### config.mk
export PLATFORM = sky130hd
export DESIGN_NAME = pipe_ctrl_unit
export DESIGN_NICKNAME = d
export VERILOG_FILES = /design/src/rtl/pipe_ctrl_unit.sv
export SDC_FILE = /design/constraint.sdc
export NUM_CORES = 1
export LEC_CHECK = 0
export CAP_MARGIN = 10
export CORE_UTILIZATION = 45
export CTS_CLUSTER_DIAMETER = 50
export DETAILED_ROUTE_END_ITERATION = 12
export PLACE_DENSITY = 0.86
export SYNTH_ARGS = -nofsm -noshare
export SYNTH_HDL_FRONTEND = slang
export SYNTH_SLANG_ARGS = --single-unit
export TNS_END_PERCENT = 30
### constraint.sdc
create_clock -name clk -period 2.8 [get_ports clk]
set_clock_uncertainty 0.1 [all_clocks]
set_input_delay 0.28 -clock clk [delete_from_list [all_inputs] [get_ports clk]]
set_output_delay 0.28 -clock clk [all_outputs]
set_load 0.01 [all_outputs]
### src/rtl/pipe_ctrl_unit.sv
// Main control for the 5-stage MIPS pipe: opcode decode, ID/EX-EX/MEM-MEM/WB control regs, hazard/flush steering.
// Latency: decode on ex_* after 1 cycle, mem_* after 2, wb_wb after 3; pc/ifid steering is combinational.
// Backpressure: load-use stalls hold PC and IF/ID for one cycle; taken branches and jumps flush IF/ID.
module pipe_ctrl_unit #(
    parameter int REG_AW  = 5,
    parameter bit EN_ADDI = 1'b1,
    parameter bit EN_JUMP = 1'b1,
    parameter int CNT_W   = 16
) (
    input  logic              clk,
    input  logic              rst_n,
    input  logic [5:0]        id_opcode,
    input  logic [REG_AW-1:0] id_rs,
    input  logic [REG_AW-1:0] id_rt,
    input  logic              mem_zero,
    output logic [1:0]        ex_wb,
    output logic [2:0]        ex_m,
    output logic [3:0]        ex_ex,
    output logic [REG_AW-1:0] ex_rt,
    output logic [1:0]        mem_wb,
    output logic [2:0]        mem_m,
    output logic [1:0]        wb_wb,
    output logic              pc_write,
    output logic              ifid_write,
    output logic              ifid_flush,
    output logic [1:0]        pc_src,
    output logic              illegal_op,
    output logic [CNT_W-1:0]  stall_cnt,
    output logic [CNT_W-1:0]  flush_cnt
);

    localparam logic [5:0] OP_R    = 6'b000000;
    localparam logic [5:0] OP_LW   = 6'b100011;
    localparam logic [5:0] OP_SW   = 6'b101011;
    localparam logic [5:0] OP_BEQ  = 6'b000100;
    localparam logic [5:0] OP_ADDI = 6'b001000;
    localparam logic [5:0] OP_J    = 6'b000010;

    localparam logic [1:0] SRC_SEQ = 2'b00;
    localparam logic [1:0] SRC_BR  = 2'b01;
    localparam logic [1:0] SRC_JMP = 2'b10;

    logic [1:0]        dec_wb;
    logic [2:0]        dec_m;
    logic [3:0]        dec_ex;
    logic              dec_ill;

    logic [1:0]        ex_wb_q,  ex_wb_d;
    logic [2:0]        ex_m_q,   ex_m_d;
    logic [3:0]        ex_ex_q,  ex_ex_d;
    logic [REG_AW-1:0] ex_rt_q,  ex_rt_d;
    logic [1:0]        mem_wb_q, mem_wb_d;
    logic [2:0]        mem_m_q,  mem_m_d;
    logic [1:0]        wb_wb_q,  wb_wb_d;
    logic [CNT_W-1:0]  stall_cnt_q, stall_cnt_d;
    logic [CNT_W-1:0]  flush_cnt_q, flush_cnt_d;

    logic load_use;
    logic br_taken;
    logic jmp;
    logic stall_inc;
    logic flush_inc;

    // Unlisted or disabled opcodes decode to all-zero controls and behave as a NOP.
    always_comb begin
        dec_wb  = 2'b00;
        dec_m   = 3'b000;
        dec_ex  = 4'b0000;
        dec_ill = 1'b1;
        case (id_opcode)
            OP_R: begin
                dec_wb  = 2'b10;
                dec_ex  = 4'b1100;
                dec_ill = 1'b0;
            end
            OP_LW: begin
                dec_wb  = 2'b11;
                dec_m   = 3'b010;
                dec_ex  = 4'b0001;
                dec_ill = 1'b0;
            end
            OP_SW: begin
                dec_m   = 3'b001;
                dec_ex  = 4'b0001;
                dec_ill = 1'b0;
            end
            OP_BEQ: begin
                dec_m   = 3'b100;
                dec_ex  = 4'b0010;
                dec_ill = 1'b0;
            end
            OP_ADDI: begin
                if (EN_ADDI) begin
                    dec_wb  = 2'b10;
                    dec_ex  = 4'b0001;
                    dec_ill = 1'b0;
                end
            end
            OP_J: begin
                dec_ill = !EN_JUMP;
            end
            default: begin
                dec_ill = 1'b1;
            end
        endcase
    end

    assign load_use = ex_m_q[1] && (ex_rt_q != '0) &&
                      ((ex_rt_q == id_rs) || (ex_rt_q == id_rt));
    assign br_taken = mem_m_q[2] && mem_zero;
    assign jmp      = EN_JUMP && (id_opcode == OP_J);

    // A taken branch pre-empts both the stall and the jump, so each cycle bumps at most one counter.
    assign stall_inc = !br_taken && load_use;
    assign flush_inc = br_taken || (!load_use && jmp);

    always_comb begin
        pc_write   = 1'b1;
        ifid_write = 1'b1;
        ifid_flush = 1'b0;
        pc_src     = SRC_SEQ;
        if (rst_n) begin
            if (br_taken) begin
                ifid_flush = 1'b1;
                pc_src     = SRC_BR;
            end else if (load_use) begin
                pc_write   = 1'b0;
                ifid_write = 1'b0;
            end else if (jmp) begin
                ifid_flush = 1'b1;
                pc_src     = SRC_JMP;
            end
        end
    end

    always_comb begin
        ex_wb_d  = dec_wb;
        ex_m_d   = dec_m;
        ex_ex_d  = dec_ex;
        ex_rt_d  = id_rt;
        mem_wb_d = ex_wb_q;
        mem_m_d  = ex_m_q;
        wb_wb_d  = mem_wb_q;
        if (br_taken) begin
            ex_wb_d  = 2'b00;
            ex_m_d   = 3'b000;
            ex_ex_d  = 4'b0000;
            ex_rt_d  = '0;
            mem_wb_d = 2'b00;
            mem_m_d  = 3'b000;
        end else if (load_use) begin
            ex_wb_d  = 2'b00;
            ex_m_d   = 3'b000;
            ex_ex_d  = 4'b0000;
            ex_rt_d  = '0;
        end

        stall_cnt_d = stall_cnt_q;
        if (stall_inc && (stall_cnt_q != '1)) begin
            stall_cnt_d = stall_cnt_q + CNT_W'(1);
        end
        flush_cnt_d = flush_cnt_q;
        if (flush_inc && (flush_cnt_q != '1)) begin
            flush_cnt_d = flush_cnt_q + CNT_W'(1);
        end
    end

    always_ff @(posedge clk) begin
        if (!rst_n) begin
            ex_wb_q     <= 2'b00;
            ex_m_q      <= 3'b000;
            ex_ex_q     <= 4'b0000;
            ex_rt_q     <= '0;
            mem_wb_q    <= 2'b00;
            mem_m_q     <= 3'b000;
            wb_wb_q     <= 2'b00;
            stall_cnt_q <= '0;
            flush_cnt_q <= '0;
        end else begin
            ex_wb_q     <= ex_wb_d;
            ex_m_q      <= ex_m_d;
            ex_ex_q     <= ex_ex_d;
            ex_rt_q     <= ex_rt_d;
            mem_wb_q    <= mem_wb_d;
            mem_m_q     <= mem_m_d;
            wb_wb_q     <= wb_wb_d;
            stall_cnt_q <= stall_cnt_d;
            flush_cnt_q <= flush_cnt_d;
        end
    end

    assign ex_wb      = ex_wb_q;
    assign ex_m       = ex_m_q;
    assign ex_ex      = ex_ex_q;
    assign ex_rt      = ex_rt_q;
    assign mem_wb     = mem_wb_q;
    assign mem_m      = mem_m_q;
    assign wb_wb      = wb_wb_q;
    assign illegal_op = dec_ill;
    assign stall_cnt  = stall_cnt_q;
    assign flush_cnt  = flush_cnt_q;

endmodule
==> key figures <==
Clock tree
  • Cts hold-fix bufs: 0
  • Worst-Skew Late Latency: 290 ps
  • CTS Buf Count: 5
  • Worst-path clk slew: roughly 80 ps
  • CTS Sinks: 49
  • Htree depth: 2
  • CTS tree: done
  • Maximum clock path buffer count: 2
  • CTS Root Cell: clkbuf_8

Synthesis
  • Area fraction of the dominant cell type after synthesis: a little over two fifths
  • Syn. warnings: 0
  • Syn avg cell area: around 9.1 sq um
  • Syn Inst Count: between 200 and 300
  • Cell variety after synth: between 40 and 50
  • Mapped cell area: ~0.0023 sq mm
  • Synth Flop Type: dfxtp_1
  • Mapped Nets: approximately 280
  • Asr flop ratio synth: 0%
  • Synth Register Bits: 49
  • Area leader, netlist: dfxtp_1
  • Register area share after synthesis: 42.1%
  • Post-synth EDFFs: 0
  • Synth area leaders: dfxtp_1 (42%), xor2_1 (9.0%), nor2_1 (6.0%), xnor2_1 (4.5%), and3_1 (3.2%)

Pwr
  • P_leak: 1.20 nW
  • Overall power: ~1.2 mW
  • VDD IR-drop max: 0.209 mV
  • Power Density: between 300 and 400 mW/mm^2

Layout
  • Final core occ: between 60% and 70%
  • Filler cells: between 400 and 500
  • Area Overhead vs Synth: 40.1%
  • Share of cells above drive strength 1: under 10%
  • Register area: 981 sq um
  • Multi-input gate area: between 0.001 and 0.0015 sq mm
  • Nets: approximately 360
  • Commonest non-fill, non-tap cell in the layout: clkdlybuf4s50_1
  • Non-Filler Instances: about 400
  • Most frequent cells in the layout: clkdlybuf4s50_1 (76), dfxtp_1 (49), nor2_1 (37)
  • Diode count: 0
  • Post-route design area: between 0.003 and 0.004 sq mm

GRT
  • Vias in the first global route: about 1900
  • Initial antenna violation count: 0
  • First-pass GRT wire length: between 8 and 9 mm
  • Total track usage: between 20 and 25%
  • Largest net degree at the start of global routing: 33
  • Remaining global-route overflow: 0

Floorplan
  • Site Rows: 25
  • Initial Util: 48.1%
  • Die X: roughly 74 um
  • Ports: 78
  • Vert. Die Dim: 74.0 um
  • Core footprint: 0.00485 sq mm
  • Die Outline Area: 0.00547 sq mm

Place
  • GPL Wtd Cong: between 0.7 and 0.8
  • Placed Cells: a little under 400
  • Placement Cell Area: about 0.0032 sq mm
  • HPWL Detailed: 3.96 mm
  • IO buf count: 77
  • Pre-CTS WS: 83.0 ps

Detailed routing
  • Via density: 5.07
  • Wire per inst: 13.0 um
  • Via count: just over 2000
  • 1st-iter DRT viols: 98
  • Routed WL: ~5.2 mm
  • Remaining antenna violation count after routing: 0
  • Drt pass-1 iters: 4
  • DRC viols: 0

Timing
  • Hold slack: approximately 370 ps
  • Tcrit/Tclk final: a little over nine tenths
  • Setup TNS: 0 ps
  • Endpoints failing setup: 0
  • Worst-margin pin slew: ~450 ps
  • Final Hold Fails: 0
  • Maximum clock frequency: about 380 MHz
  • Relative slew slack: approximately 70%
  • RSZ-0062 raised after global routing: no
  • Final Max Slew Viols: 0
  • Min Tclk post-route: between 2000 and 3000 ps
  • Final WS setup: around 170 ps

Outcome
  • Status: finished, final reports clean

Critical path
  • Worst Setup Path Type: reg -> out
  • CP peak stage delay: 560 ps
  • Arr. time, crit path: 2250 ps
  • Register-to-Register Path Depth: 7
  • Worst path bufs/invs: 1
  • CP Launch Type: flop
  • Crit path max-delay family: simple AND/OR/NAND/NOR gates
  • Worst path cell trace: or4_4, o21ai_4, o21bai_2, a21oi_1, clkdlybuf4s50_1
  • Reg2reg start: ex_rt[1]
  • Worst flop-to-flop path endpoint: flush_cnt[4]
  • CP Capture Type: output port
  • Internal reg-to-reg setup slack: approximately 460 ps
  • CP Max Fanout: 4
  • WP data required: around 2400 ps
  • Slowest cell on crit path: or4_4

Flow run
  • Max cap viols: 0

Min path
  • Worst hold path type: reg -> reg
  • Hold path startpoint: mem_wb[1]
  • Hold depth: 1
  • Hold Path End: wb_wb[1]
[power breakdown]
group | internal [mW] | total, mW | switching (mW)
Combinational | 0.0536 | 0.0965 | 0.0428
Sequential | 0.701 | 0.708 | 0.00700
Clock | 0.196 | 0.409 | 0.213
Total | 0.951 | 1.21 | 0.263
[Yosys cell counts, types with 2 or more instances]
master	instances
dfxtp_1	49
nor2_1	37
xor2_1	24
nand3_1	15
nand2_1	14
and3_1	12
nand4_1	12
xnor2_1	12
and2_1	7
nor3_1	7
a211oi_1	6
a21oi_1	6
inv_1	6
buf_4	5
clkbuf_1	5
and4_1	4
mux2i_1	3
nand2b_1	3
o21ai_0	3
a2111oi_4	2
ha_1	2
nand3b_1	2
or2_2	2
[state kept, by name (all words and copies together), names as in the netlist]
signal,cells
mem_m,3
ex_wb,2
ex_rt,5
ex_ex,2
mem_wb,1
wb_wb,2
stall_cnt,16
flush_cnt,16
ex_m,2
[layout make-up]
type	count	share of cell area, %
Multi-Input combinational cell	189	38.4
Sequential cell	49	30.0
Tap cell	67	2.57
Inverter	6	0.690
Timing Repair Buffer	86	25.6
Clock buffer	7	2.64
[per-layer routing]
metal  up-vias  GRT usage [%]  routed length, um
met4         0           5.13                 33
met1       952           23.9               2250
li1       1042              -                  -
met5         -              0                  0
met2        54           36.5               2720
met3         2           5.01                239
[what timing repair did]
| action | in CTS | in global routing |
|---|---|---|
| hold endpoints to repair | 0 | 0 |
| endpoints found under the setup margin | 1 | 0 |
| resized for setup | 1 | 0 |
| buffers inserted | 0 | 0 |
[worst register-to-register path, delay by kind of cell (launching register included)]
| kind | cells | cell delay [ps] |
|---|---|---|
| buffers and inverters | 1 | 170 |
| DFF | 1 | 360 |
| AOI/OAI and AO/OA | 3 | 700 |
| and+or+nand+nor | 2 | 750 |
| muxes | 1 | 150 |
[logic make-up (layout without fill, tap and decap cells)]
logic type | Yosys count | count (layout) | synth area share (%)
simple gates | 123 | 123 | 28.0
flops | 49 | 49 | 42.1
xor+xnor | 36 | 36 | 13.5
compound gates | 25 | 25 | 9.88
buf+inv | 18 | 99 | 4.08
mux | 3 | 3 | 1.29
fa+ha+maj | 2 | 2 | 1.07
[how the worst max path moves through the flow]
stage                    to  depth (start not counted)  slack, ps         start
2_1_floorplan  flush_cnt[2]                          7        530  flush_cnt[0]
3_3_place_gp      pc_src[1]                          8        190      id_rt[2]
3_5_place_dp      pc_src[1]                          8         80      id_rt[1]
4_1_cts          ifid_flush                          5        150      ex_rt[1]
5_1_grt          ifid_flush                          5         70      ex_rt[1]
6_report         ifid_flush                          5        170      ex_rt[1]
No activity file was read; power rests on OpenSTA's default activity.
